<file path="src/rtl/cpu_pkg.sv">
// Shared MIPS pipeline definitions: instruction field positions, the NOP encoding
// and the IF/ID control states.
package cpu_pkg;

    localparam logic [31:0] NOP_INSTR = 32'h0000_0000;

    localparam int RS_MSB = 25;
    localparam int RS_LSB = 21;
    localparam int RT_MSB = 20;
    localparam int RT_LSB = 16;

    typedef enum logic [1:0] {
        RUN   = 2'd0,
        STALL = 2'd1,
        FLUSH = 2'd2
    } if_id_state_t;

endpackage

</file>
<file path="src/rtl/if_to_id_load_use_detect.sv">
// Load-use hazard compare: the instruction in ID reads a register that the load
// currently in EX will write.
module load_use_detect (
    input  logic       id_valid,
    input  logic       mem_read,
    input  logic [4:0] ex_rt,
    input  logic [4:0] id_rs,
    input  logic [4:0] id_rt,
    output logic       hazard
);

    // $zero is never a real dependency, so a load targeting r0 never stalls.
    assign hazard = id_valid & mem_read & (ex_rt != 5'd0) &
                    ((ex_rt == id_rs) | (ex_rt == id_rt));

endmodule

</file>
<file path="src/rtl/if_to_id.sv">
// IF/ID pipeline register with load-use stall and redirect squash control.
// Optional performance counters are built when IF_TO_ID_PERF_EN is defined.
//
// Handshake: if_valid qualifies instr_in in the cycle it is presented; IF must
// hold pc_in/instr_in steady while pc_write=0, and id_valid qualifies instr_out.
module if_to_id
    import cpu_pkg::*;
#(
    parameter int DATA_W       = 32,
    parameter int FLUSH_CYCLES = 1,
    parameter int PERF_W       = 16
) (
    input  logic              clk,
    input  logic              rst,
    input  logic [DATA_W-1:0] pc_in,
    input  logic [DATA_W-1:0] instr_in,
    input  logic              if_valid,
    input  logic              idex_memRead,
    input  logic [4:0]        idex_rt,
    input  logic              redirect,
    output logic [DATA_W-1:0] pc_out,
    output logic [DATA_W-1:0] instr_out,
    output logic              id_valid,
    output logic              pc_write,
    output logic              idex_bubble,
    output logic [PERF_W-1:0] stall_cnt,
    output logic [PERF_W-1:0] flush_cnt,
    output if_id_state_t      state
);

    localparam logic [2:0] FLUSH_LOAD = 3'(FLUSH_CYCLES);

    if_id_state_t state_q;
    logic [2:0]   flush_ctr;
    logic         hazard;

    load_use_detect u_load_use_detect (
        .id_valid (id_valid),
        .mem_read (idex_memRead),
        .ex_rt    (idex_rt),
        .id_rs    (instr_out[RS_MSB:RS_LSB]),
        .id_rt    (instr_out[RT_MSB:RT_LSB]),
        .hazard   (hazard)
    );

    // Priority: reset > redirect > flush squash > hazard > normal advance.
    always_comb begin
        pc_write    = 1'b1;
        idex_bubble = 1'b0;
        if (!rst) begin
            pc_write    = 1'b0;
            idex_bubble = 1'b1;
        end else if (redirect) begin
            pc_write    = 1'b1;
            idex_bubble = 1'b1;
        end else if (state_q == FLUSH) begin
            pc_write    = 1'b1;
            idex_bubble = 1'b0;
        end else if (hazard) begin
            pc_write    = 1'b0;
            idex_bubble = 1'b1;
        end
    end

    always_ff @(posedge clk) begin
        if (!rst) begin
            state_q   <= RUN;
            flush_ctr <= 3'd0;
            pc_out    <= '0;
            instr_out <= '0;
            id_valid  <= 1'b0;
        end else if (redirect) begin
            state_q   <= FLUSH;
            flush_ctr <= FLUSH_LOAD;
            instr_out <= DATA_W'(NOP_INSTR);
            id_valid  <= 1'b0;
        end else if (state_q == FLUSH) begin
            instr_out <= DATA_W'(NOP_INSTR);
            id_valid  <= 1'b0;
            flush_ctr <= (flush_ctr == 3'd0) ? 3'd0 : flush_ctr - 3'd1;
            if (flush_ctr <= 3'd1) begin
                state_q <= RUN;
            end
        end else if (hazard) begin
            // Hold ID contents; the load advances to MEM and ID/EX takes the bubble.
            state_q <= STALL;
        end else begin
            state_q   <= RUN;
            pc_out    <= pc_in;
            instr_out <= if_valid ? instr_in : DATA_W'(NOP_INSTR);
            id_valid  <= if_valid;
        end
    end

    assign state = state_q;

`ifdef IF_TO_ID_PERF_EN
    logic [PERF_W-1:0] stall_q;
    logic [PERF_W-1:0] flush_q;
    logic              stall_event;

    assign stall_event = rst & ~redirect & (state_q != FLUSH) & hazard;

    always_ff @(posedge clk) begin
        if (!rst) begin
            stall_q <= '0;
            flush_q <= '0;
        end else begin
            if (stall_event && stall_q != '1) begin
                stall_q <= stall_q + 1'b1;
            end
            if (redirect && flush_q != '1) begin
                flush_q <= flush_q + 1'b1;
            end
        end
    end

    assign stall_cnt = stall_q;
    assign flush_cnt = flush_q;
`else
    assign stall_cnt = '0;
    assign flush_cnt = '0;
`endif

endmodule

</file>
<file path="config.mk">
export PLATFORM = sky130hd
export DESIGN_NAME = if_to_id
export DESIGN_NICKNAME = d
export VERILOG_FILES = /design/src/rtl/cpu_pkg.sv /design/src/rtl/if_to_id_load_use_detect.sv /design/src/rtl/if_to_id.sv
export SDC_FILE = /design/constraint.sdc
export NUM_CORES = 1
export LEC_CHECK = 0
export ABC_AREA = 1
export CORE_MARGIN = 2
export CORE_UTILIZATION = 39
export CTS_BUF_LIST = sky130_fd_sc_hd__clkbuf_4 sky130_fd_sc_hd__clkbuf_8 sky130_fd_sc_hd__clkbuf_16
export DETAILED_ROUTE_END_ITERATION = 8
export MAX_ROUTING_LAYER = met4
export PLACE_DENSITY = 0.8
export SETUP_SLACK_MARGIN = 0.15
export SLEW_MARGIN = 10
export SYNTH_ARGS = -nofsm -noshare
export SYNTH_HDL_FRONTEND = slang
export SYNTH_SLANG_ARGS = --single-unit
export TNS_END_PERCENT = 30
</file>
<file path="constraint.sdc">
create_clock -name clk -period 2 [get_ports clk]
set_input_delay 0.6 -clock clk [delete_from_list [all_inputs] [get_ports clk]]
set_output_delay 0.6 -clock clk [all_outputs]
set_load 0.02 [all_outputs]
</file>
==> Implementation_results.wiki, run 1 <==
{| class="wikitable"
! Metric !! Value
|-
| Cell at the slowest stage of the critical path || sky130_fd_sc_hd__o21ai_4
|-
| Most used cells in the layout excluding fill and tap cells || sky130_fd_sc_hd__nand2_1 (117), sky130_fd_sc_hd__nand3_1 (69), sky130_fd_sc_hd__dlygate4sd2_1 (69)
|-
| Initial antenna violation count || 2
|-
| Worst Tran Pin Value || between 0.6 and 0.7 ns
|-
| Placer Congestion || approximately 0.73
|-
| Count of boundary I/O pins || approximately 180
|-
| Chip Width || approximately 95 um
|-
| Reg-to-reg setup timing slack || around 0.15 ns
|-
| H-Tree Level Count || 3
|-
| Met3 WL || between 700 and 800 um
|-
| Total of flip-flops plus latches after synthesis || 70
|-
| Required time worst endpoint || between 1 and 1.5 ns
|-
| CORE AREA || slightly above 8000 sq um
|-
| Register clock-pin slew on the reported worst setup and hold paths || about 0.070 ns
|-
| Rows || 33
|-
| Commonest non-fill, non-tap cell in the layout || sky130_fd_sc_hd__nand2_1
|-
| Placed wire-length estimate || 6.08 mm
|-
| Highest achievable clock rate || between 400 and 500 MHz
|-
| Overall power of the completed layout || roughly 3.7 mW
|-
| Routed via count divided by cell count || approximately 4.5
|-
| Power share of the sequential group || 41.2%
|-
| Clk network pwr share || about two fifths
|-
| Fin. Hold Viols || 0
|-
| Clock latency on the worst-skew pair || between 0.3 and 0.4 ns
|-
| Highest ir drop seen on vdd || between 0.4 and 0.5 mV
|-
| Cell breakdown of the critical path || buf_6, nor2_2, nor2_1, nor2_1, nand3_1, nand2_2, nand2_4, o21ai_4, buf_6
|-
| Number of warnings reported in the yosys synthesis log || 0
|-
| Setup Total Neg Slack || -0.229 ns
|-
| Starting density of the core || 39.9%
|-
| Maximum number of pins on one net before global-route repair || a little under 100
|-
| Total standard cell area after synthesis || between 3000 and 4000 sq um
|-
| Average footprint of a synthesized cell || about 6.9 sq um
|-
| Routed wire length || about 8.6 mm
|-
| Net Sw Power || 0.909 mW
|-
| Delay-heaviest family, CP || simple AND/OR/NAND/NOR gates
|-
| Area growth from synthesis to final layout || 53.1%
|-
| Via count of the first global-routing pass || 3092
|-
| Worst-case clock skew || between 0.006 and 0.007 ns
|-
| Setup Slack @ Placement || -1.02 ns
|-
| Setup repair after global routing missed its margin || yes
|-
| Maximum buffer depth of the clock tree || 2
|-
| Net total in the final layout || a little under 700
|-
| First-pass GRT wire length || between 10 and 15 mm
|-
| Synth unique cells || 21
|-
| Die span in y || roughly 95 um
|-
| Int Power || 2.75 mW
|-
| Worst Hold Class || reg2reg
|-
| Multi-input gate area in the final layout || between 1000 and 1500 sq um
|-
| Routed WL per cell || 11.8 um
|-
| Met2 Wirelength || around 4 mm
|-
| Number of filler cells placed in the layout || a little under 800
|-
| Violations in the final reports || negative setup slack
|-
| Switching part of the total || 24.9%
|-
| Instance count of the mapped netlist || between 400 and 500
|-
| Total global routing overflow || 0
|-
| Setup WS post-layout || -0.126 ns
|-
| IO Port Bufs || 142
|-
| Die area || about 9000 sq um
|-
| Result of the run || finished with violations
|-
| CTS sink count || 70
|-
| Worst slew margin relative to its limit || around three fifths
|-
| Worst EP arrival || between 1.5 and 2 ns
|-
| Number of clock buffers inserted by TritonCTS || 9
|-
| Number of max-slew violations in the final report || 0
|-
| Post-route DRC violation count || 0
|-
| Fin crit period || between 2 and 2.5 ns
|-
| GRT Util Overall || about 20%
|-
| Sequential Area || roughly 1400 sq um
|-
| Max-cap violations || 0
|-
| Number of violations reported at the end of detailed-routing iteration 0 || 100
|-
| Via count || around 3.3k
|-
| Setup crit start kind || primary input
|-
| Portion of the clock cycle consumed by the worst path in the final layout || 106%
|-
| Clock root cell || sky130_fd_sc_hd__clkbuf_8
|-
| Slowest stage delay, CP || 0.13 ns
|-
| Part of the Yosys area used for sequential elements || around 43%
|-
| Part of the power in combinational logic || 17.5%
|-
| Top Metal Used || met4
|-
| Share of cells above drive strength 1 || 11.9%
|-
| Worst path buffer plus inverter count || 2
|-
| Areal power density over the cells || between 700 and 800 nW/um^2
|-
| Clock tree from TritonCTS || built
|-
| Detailed-routing wirelength on met1 || 3.68 mm
|-
| Antenna-violating nets left || 0
|-
| Reported leakage power || about 2.7 nW
|-
| Maximum fanout encountered on the critical timing path || 5
|-
| Worst Path Class, Setup || in2out
|-
| Crit path capture type || output port
|-
| First-pass detailed-route iteration total || 4
|-
| Count of endpoints failing setup in the final report || 2
|}
==> per-layer routing <==
layer / vias up / track usage (%)
li1: 1683 / -
met1: 1465 / 22.6
met2: 140 / 31.3
met3: 20 / 6.48
met4: 0 / 9.06
met5: - / -
==> stage by stage <==
stage	hold WS [ns]	instance area (sq um)	cells	util, %
floorplan	0.468	3390	499	-
global placement	0.429	4750	710	58.3
detailed placement	0.433	4750	710	58.3
CTS	0.447	4960	727	60.9
global route	0.468	4970	729	61.1
finish	0.442	4970	729	61.1
==> registers in the layout (all words and copies together) (netlist names) <==
| name | flops |
|---|---|
| flush_ctr | 3 |
| id_valid | 1 |
| instr_out | 32 |
| pc_out | 32 |
| state | 2 |
==> logic make-up after synthesis <==
kind of cell | synth area share [%]
and+or+nand+nor | 31.7
AOI/OAI and AO/OA | 6.09
adders and majority gates | 0.770
other | 0.115
buffers and inverters | 17.7
xor gates and xnor gates | 0.539
DFF | 43.1
==> synth_stat cells <==
cell type	number	area, sq um
sky130_fd_sc_hd__a21boi_0	1	7.51
sky130_fd_sc_hd__a21oi_1	35	175
sky130_fd_sc_hd__inv_1	48	180
sky130_fd_sc_hd__nor2_1	48	180
sky130_fd_sc_hd__o21ai_0	3	15.0
sky130_fd_sc_hd__nand2_2	1	6.26
sky130_fd_sc_hd__nand2_4	1	11.3
sky130_fd_sc_hd__nor2_4	1	11.3
sky130_fd_sc_hd__nor2_2	2	12.5
sky130_fd_sc_hd__dfxtp_1	70	1400
sky130_fd_sc_hd__buf_2	15	75.1
sky130_fd_sc_hd__xnor2_1	2	17.5
sky130_fd_sc_hd__conb_1	1	3.75
sky130_fd_sc_hd__inv_2	3	11.3
sky130_fd_sc_hd__nor3_1	2	10.0
sky130_fd_sc_hd__buf_4	34	255
sky130_fd_sc_hd__clkbuf_1	8	30.0
sky130_fd_sc_hd__buf_6	2	22.5
sky130_fd_sc_hd__nand3_1	70	350
sky130_fd_sc_hd__ha_1	2	25.0
sky130_fd_sc_hd__nand2_1	119	447
==> power groups by stage <==
stage                     Combinational (mW)  Sequential, mW  Clock [mW]
final                                  0.639            1.51        1.51
after global routing                   0.703            1.52        1.62
after CTS                              0.639            1.51        1.56
after detailed placement               0.684            1.54           0
after global placement                 0.674            1.54           0
after floorplan                        0.300            1.62           0
==> cell type report <==
| type | count | share of cell area, % |
|---|---|---|
| timing repair buffer | 166 | 30.8 |
| clock buffer | 10 | 2.77 |
| sequential | 70 | 28.4 |
| inverter | 51 | 3.85 |
| multi-input combinational | 319 | 28.8 |
| antenna | 2 | 0.101 |
| clock inverter | 6 | 2.67 |
| tap | 105 | 2.64 |
==> worst min-delay path: stages (launching register included) <==
cell	delay (ns)
sky130_fd_sc_hd__dfxtp_1	0.32
sky130_fd_sc_hd__nand2_1	0.05
sky130_fd_sc_hd__nand2_1	0.04
==> worst paths after layout <==
kind | start | endpoint | depth (start not counted)
setup / recovery | idex_rt[0] | idex_bubble | 9
hold / removal | instr_out[31] | instr_out[31] | 2
setup reg to reg | instr_out[16] | instr_out[13] | 12
hold reg to reg | instr_out[31] | instr_out[31] | 2
==> what timing repair did <==
item                       in CTS  in global routing
setup buffers                   1                  0
gates resized for setup       120                  8
setup endpoints to repair     135                 68
hold buffers                    0                  0
hold endpoints to repair        0                  0
pin swaps                      13                  5
Note: power is estimated with default switching activity, not from simulation.
==> run 2, diff against run 1 <==
- TNS_END_PERCENT: 30 -> default
==> run 2 against run 1 <==
Against the previous run:
- the run still ends with negative setup slack left
- die area is the same
- routed wire length grew 5.0%
- clock power shrank 16%
- via count grew 1.1%
- clock skew grew 0.0041 ns
- non-clock buffer count grew 7
- core utilization rose by 1.7 points
- highest routed layer unchanged
==> Implementation_results.wiki, run 2 (same netlist as run 1, synthesis figures left out) <==
{| class="wikitable"
! Metric !! Value
|-
| Result of the run || finished with violations
|-
| Violations in the final reports || negative setup slack
|-
| CORE AREA || 8130 sq um (unchanged)
|-
| Number of filler cells placed in the layout || 751 (-3.0%)
|-
| Die span in y || 95.3 um (unchanged)
|-
| Crit path capture type || output port
|-
| Area growth from synthesis to final layout || 57.3%
|-
| Maximum buffer depth of the clock tree || 2 (unchanged)
|-
| Cell breakdown of the critical path || buf_6, inv_2, nand2_1, nand2_2, nor2_2, nand3_1, nand2_2, nand2_4, o21ai_4, buf_6
|-
| Number of violations reported at the end of detailed-routing iteration 0 || 89 (-11%)
|-
| Chip Width || 95.3 um (unchanged)
|-
| Final design utilization || 62.8% (+1.7 points)
|-
| Slowest stage delay, CP || 0.15 ns (+0.02 ns)
|-
| Post-Layout Inst Area || 5110 sq um (+2.8%)
|-
| Areal power density over the cells || 669 nW/um^2 (-9.0%)
|-
| Maximum fanout encountered on the critical timing path || 4 (-1)
|-
| Commonest non-fill, non-tap cell in the layout || sky130_fd_sc_hd__nand2_1
|-
| Largest registers || instr_out x32, pc_out x32, flush_ctr x3
|-
| Required time worst endpoint || 1.40 ns (about the same)
|-
| Reported leakage power || 2.75 nW (+2.4%)
|-
| Clock latency on the worst-skew pair || 0.34 ns (about the same)
|-
| Worst-case clock skew || 0.0107 ns (+0.00406 ns)
|-
| Via count of the first global-routing pass || 2960 (-4.3%)
|-
| Via count || 3346 (+1.1%)
|-
| Starting density of the core || 39.9% (unchanged)
|-
| Rows || 33 (unchanged)
|-
| Clock root cell || sky130_fd_sc_hd__clkbuf_8
|-
| Portion of the clock cycle consumed by the worst path in the final layout || 106% (+0.11 points)
|-
| Multi-input gate area in the final layout || 1440 sq um (+0.18%)
|-
| Count of endpoints failing setup in the final report || 2 (unchanged)
|-
| Placed wire-length estimate || 5.99 mm (-1.4%)
|-
| Worst slew margin relative to its limit || 58.0% (-0.26 points)
|-
| GRT Util Overall || 18.6% (-1.2 points)
|-
| Die area || 9070 sq um (unchanged)
|-
| Most used cells in the layout excluding fill and tap cells || sky130_fd_sc_hd__nand2_1 (117), sky130_fd_sc_hd__dlygate4sd2_1 (70), sky130_fd_sc_hd__nand3_1 (69)
|-
| Fin crit period || 2.13 ns (+0.00221 ns)
|-
| Worst Tran Pin Value || 0.630 ns (+0.00391 ns)
|-
| First-pass detailed-route iteration total || 5 (+1)
|-
| Highest achievable clock rate || 470 MHz (-0.10%)
|-
| Antenna-violating nets left || 0 (unchanged)
|-
| Net total in the final layout || 700 (+1.0%)
|-
| CTS sink count || 70 (unchanged)
|-
| Total global routing overflow || 0 (unchanged)
|-
| Worst Path Class, Setup || in2out
|-
| Number of max-slew violations in the final report || 0 (unchanged)
|-
| Routed WL per cell || 12.3 um (+4.1%)
|-
| Setup WS post-layout || -0.128 ns (-0.00221 ns)
|-
| Number of clock buffers inserted by TritonCTS || 9 (unchanged)
|-
| Maximum number of pins on one net before global-route repair || 99 (unchanged)
|-
| Routed via count divided by cell count || 4.55 (+0.32%)
|-
| Placer Congestion || 0.760 (+4.6%)
|-
| Share of cells above drive strength 1 || 13.0% (+1.1 points)
|-
| Post-route DRC violation count || 0 (unchanged)
|-
| IO Port Bufs || 142 (unchanged)
|-
| Placed Area || 4750 sq um (+0.18%)
|-
| Setup repair after global routing missed its margin || yes
|-
| Worst EP arrival || 1.53 ns (about the same)
|-
| Sequential Area || 1410 sq um (+0.18%)
|-
| Cell at the slowest stage of the critical path || sky130_fd_sc_hd__o21ai_4
|-
| H-Tree Level Count || 3 (unchanged)
|-
| Setup crit start kind || primary input
|-
| First-pass GRT wire length || 13.1 mm (-4.5%)
|-
| Highest ir drop seen on vdd || 0.454 mV (+12%)
|-
| Number of buffers added to fix hold violations after cts || 0 (unchanged)
|-
| Worst Hold Class || reg2reg
|-
| Clock tree from TritonCTS || built
|-
| Register clock-pin slew on the reported worst setup and hold paths || 0.08 ns (about the same)
|-
| Fin. Hold Viols || 0 (unchanged)
|-
| Max-cap violations || 0 (unchanged)
|-
| Count of boundary I/O pins || 175 (unchanged)
|-
| Routed wire length || 9.04 mm (+5.0%)
|-
| Initial antenna violation count || 1 (-1)
|}
-- run 2: stage by stage --
stage	power, mW	worst slack [ns]	TNS [ns]	cells	hold WS [ns]
after global routing	3.59	-0.187	-0.316	735	0.465
after detailed placement	2.23	-1.03	-53.20	711	0.434
final	3.42	-0.128	-0.202	735	0.443
after global placement	2.21	-0.962	-50.08	711	0.430
after CTS	3.44	-0.113	-0.196	727	0.448
after floorplan	1.93	0.0122	0	499	0.467
-- run 2: where the power goes --
part           internal [mW]  switching, mW
clock network          0.732          0.537
registers               1.47         0.0398
logic                  0.296          0.347
-- run 2: path summary, 6_finish.rpt --
path	start	endpoint	slack [ns]	cells after the start
min reg2reg	instr_out[15]	instr_out[15]	0.44	2
max	idex_rt[2]	idex_bubble	-0.13	10
min	instr_out[15]	instr_out[15]	0.44	2
max reg2reg	instr_out[23]	instr_out[16]	0.20	14
-- run 2: repair_timing --
item	4_1_cts	5_1_grt
pin swaps	12	9
setup buffers	0	2
cloned	0	5
gates resized for setup	112	22
setup endpoints to repair	136	67
-- run 2: metal layers --
| metal | global-route usage, % | part of all wire (%) | vias to the layer above | wire (um) |
|---|---|---|---|---|
| met3 | 5.22 | 8.5 | 12 | 768 |
| met2 | 29.9 | 47 | 148 | 4210 |
| met4 | 7.13 | 1.6 | 0 | 142 |
| li1 | - | - | 1701 | - |
| met1 | 22.0 | 43 | 1485 | 3920 |
| met5 | - | 0 | - | 0 |
-- run 2: cell type report --
type	instances	area share [%]
tap	105	2.57
clock buffer	10	2.69
antenna	1	0.0490
sequential	70	27.7
inverter	51	3.75
multi-input combinational	319	28.1
timing repair buffer	173	33.5
clock inverter	6	1.67
-- run 2: worst max-delay path: cells and delay by family --
family	cells	cell delay, ns
buf+inv	3	0.26
simple gates	6	0.52
compound gates	1	0.15
==> run 3, diff against run 2 <==
- CORE_UTILIZATION: 39 -> 35
- PLACE_DENSITY: 0.8 -> 0.73
==> run 3 against run 2 <==
Against the previous run:
- the flow still finishes with violations (negative setup slack)
- sequential power about the same
- die area up 11%
- combinational power is 0.8% lower
- sequential share of layout area is 1.1 points higher
- via count decreased by 2.3%
- clock skew shrank 0.0016 ns
- non-clock buffer count fell by 8
- final cell count fell by 0.54%
- critical path depth unchanged
- clock power shrank 18%
- flip-flop and latch count unchanged
- first-iteration DRC count up 4.5%
- largest power group unchanged
- highest routed layer unchanged
==> Implementation_results.wiki, run 3 (same netlist as run 1, synthesis figures left out) <==
{| class="wikitable"
! Metric !! Value
|-
| Highest ir drop seen on vdd || 0.307 mV (-32%)
|-
| Number of filler cells placed in the layout || 935 (+25%)
|-
| Delay-heaviest family, CP || simple AND/OR/NAND/NOR gates
|-
| Final design utilization || 53.8% (-9.0 points)
|-
| Clock root cell || sky130_fd_sc_hd__clkbuf_8
|-
| Required time worst endpoint || 1.40 ns (about the same)
|-
| Via count || 3269 (-2.3%)
|-
| Sequential Area || 1410 sq um (-0.18%)
|-
| Register clock-pin slew on the reported worst setup and hold paths || 0.07 ns (about the same)
|-
| Reported leakage power || 2.65 nW (-3.7%)
|-
| Maximum fanout encountered on the critical timing path || 4 (unchanged)
|-
| Rows || 35 (+6.1%)
|-
| Number of clock buffers inserted by TritonCTS || 9 (unchanged)
|-
| Worst Hold Class || reg2reg
|-
| Cell at the slowest stage of the critical path || sky130_fd_sc_hd__buf_6
|-
| Routed wire length || 8.21 mm (-9.1%)
|-
| Setup crit start kind || primary input
|-
| Number of violations reported at the end of detailed-routing iteration 0 || 93 (+4.5%)
|-
| Fin. Hold Viols || 0 (unchanged)
|-
| Maximum buffer depth of the clock tree || 2 (unchanged)
|-
| Max-cap violations || 0 (unchanged)
|-
| Placer Congestion || 0.837 (+10%)
|-
| Antenna-violating nets left || 0 (unchanged)
|-
| Cell breakdown of the critical path || buf_4, inv_2, nand2_1, nand2_1, nor2_2, nand3_2, nand2_4, nand2_4, o21ai_4, buf_6
|-
| Area growth from synthesis to final layout || 50.8%
|-
| Starting density of the core || 35.7% (-4.3 points)
|-
| Largest registers || instr_out x32, pc_out x32, flush_ctr x3
|-
| Worst slew margin relative to its limit || 58.6% (+0.58 points)
|-
| Count of endpoints failing setup in the final report || 2 (unchanged)
|-
| Routed via count divided by cell count || 4.47 (-1.8%)
|-
| Top Metal Used || met4
|-
| GRT Util Overall || 17.0% (-1.5 points)
|-
| Setup Slack @ Placement || -1.07 ns (-0.0388 ns)
|-
| Crit path capture type || output port
|-
| First-pass GRT wire length || 13.5 mm (+2.8%)
|-
| Count of boundary I/O pins || 175 (unchanged)
|-
| Areal power density over the cells || 650 nW/um^2 (-2.9%)
|-
| End point of the most critical hold path || instr_out[5]
|-
| Fin crit period || 2.10 ns (-0.0283 ns)
|-
| Worst path buffer plus inverter count || 3 (unchanged)
|-
| Post-Layout Inst Area || 4900 sq um (-4.1%)
|-
| Placed wire-length estimate || 5.88 mm (-2.0%)
|-
| Worst EP arrival || 1.50 ns (-0.03 ns)
|-
| Chip Width || 100 um (+5.3%)
|-
| Die area || 10100 sq um (+11%)
|-
| Violations in the final reports || negative setup slack
|-
| Clock latency on the worst-skew pair || 0.33 ns (about the same)
|-
| H-Tree Level Count || 3 (unchanged)
|-
| CTS sink count || 70 (unchanged)
|-
| Commonest non-fill, non-tap cell in the layout || sky130_fd_sc_hd__nand2_1
|-
| Final hold slack || 0.439 ns (-0.00346 ns)
|-
| Highest achievable clock rate || 476 MHz (+1.3%)
|-
| Maximum number of pins on one net before global-route repair || 99 (unchanged)
|-
| Post-route DRC violation count || 0 (unchanged)
|-
| Placed Area || 4770 sq um (+0.26%)
|-
| Setup WS post-layout || -0.0997 ns (+0.0283 ns)
|-
| Setup repair after global routing missed its margin || yes
|-
| Result of the run || finished with violations
|-
| Number of diodes || 0 (-1)
|-
| Worst Tran Pin Value || 0.621 ns (-0.00872 ns)
|-
| Reg-to-reg setup timing slack || 0.15 ns (-0.05 ns)
|-
| Most used cells in the layout excluding fill and tap cells || sky130_fd_sc_hd__nand2_1 (117), sky130_fd_sc_hd__dlygate4sd2_1 (70), sky130_fd_sc_hd__nand3_1 (68)
|-
| Multi-input gate area in the final layout || 1450 sq um (+0.87%)
|-
| Setup Total Neg Slack || -0.149 ns (+0.0534 ns)
|-
| RR Endpoint || instr_out[16]
|-
| First-pass detailed-route iteration total || 5 (unchanged)
|-
| Met3 WL || 916 um (+19%)
|-
| CORE AREA || 9110 sq um (+12%)
|-
| IO Port Bufs || 142 (unchanged)
|-
| Routed WL per cell || 11.2 um (-8.6%)
|-
| Worst hold start || instr_out[5]
|-
| Number of buffers added to fix hold violations after cts || 0 (unchanged)
|-
| Reg2Reg Launch Point || instr_out[19]
|-
| Worst Path Class, Setup || in2out
|-
| Via count of the first global-routing pass || 3008 (+1.6%)
|-
| Clock tree from TritonCTS || built
|-
| Detailed-routing wirelength on met1 || 3.64 mm (-7.3%)
|-
| Portion of the clock cycle consumed by the worst path in the final layout || 105% (-1.4 points)
|-
| Die span in y || 100 um (+5.3%)
|-
| Number of max-slew violations in the final report || 0 (unchanged)
|-
| Hold Path Depth || 2 (unchanged)
|-
| Net total in the final layout || 692 (-1.1%)
|-
| Worst-case clock skew || 0.00911 ns (-0.00159 ns)
|-
| Met2 Wirelength || 3.55 mm (-16%)
|-
| Slowest stage delay, CP || 0.14 ns (about the same)
|-
| Total global routing overflow || 0 (unchanged)
|-
| Share of cells above drive strength 1 || 12.1% (-0.94 points)
|-
| Initial antenna violation count || 0 (-1)
|-
| R2r worst-path depth || 12 (-2)
|}
-- run 3: changes by cell type in the layout (fill, tap and decap cells not counted), moves of 2 or more --
cell / previous run / this run
sky130_fd_sc_hd__buf_6: 5 / 2
sky130_fd_sc_hd__bufinv_16: 2 / 0
sky130_fd_sc_hd__clkbuf_16: 5 / 0
sky130_fd_sc_hd__clkbuf_4: 0 / 3
sky130_fd_sc_hd__clkbuf_8: 10 / 12
sky130_fd_sc_hd__clkinvlp_4: 2 / 0
-- run 3: worst max-delay path by stage --
stage / slack (ns) / depth (start not counted) / end / startpoint
final: -0.1 / 10 / idex_bubble / idex_rt[1]
after global routing: -0.21 / 8 / idex_bubble / instr_out[16]
after CTS: -0.11 / 9 / idex_bubble / idex_rt[0]
after detailed placement: -1.07 / 10 / idex_bubble / idex_rt[0]
after global placement: -1.04 / 10 / idex_bubble / idex_rt[2]
after floorplan: 0.01 / 9 / idex_bubble / idex_rt[3]
-- run 3: final cells by class --
type / count / share of cell area [%]
clock inverter: 1 / 0.102
timing repair buffer: 165 / 31.2
clock buffer: 14 / 3.55
inverter: 51 / 3.91
sequential: 70 / 28.8
tap: 111 / 2.84
multi-input combinational: 319 / 29.6
-- run 3: layer usage --
layer,track usage (%),up-vias
li1,-,1679
met1,20.5,1437
met2,26.1,145
met3,6.41,8
met4,6.22,0
met5,-,-
-- run 3: tightest hold or removal path: stages (launching register included) --
cell and delay [ns]:
sky130_fd_sc_hd__dfxtp_1 0.32, sky130_fd_sc_hd__nand2_1 0.05, sky130_fd_sc_hd__nand2_1 0.04
-- run 3: stage by stage --
| stage | total power, mW | instances |
|---|---|---|
| 2_1_floorplan | 1.93 | 499 |
| 3_3_place_gp | 2.22 | 716 |
| 3_5_place_dp | 2.23 | 716 |
| 4_1_cts | 3.23 | 731 |
| 5_1_grt | 3.37 | 731 |
| 6_report | 3.18 | 731 |
-- run 3: repair_timing --
action,in CTS,in global routing
setup endpoints to repair,135,68
setup buffers,0,0
pin swaps,12,5
gates resized for setup,117,11
-- run 3: power breakdown --
part           leakage (nW)  internal (mW)  total [mW]  switching [mW]
clock network        0.0968          0.552        1.04           0.486
registers             0.578           1.47        1.51          0.0381
logic                  1.97          0.294       0.638           0.345
total                  2.65           2.31        3.18           0.868
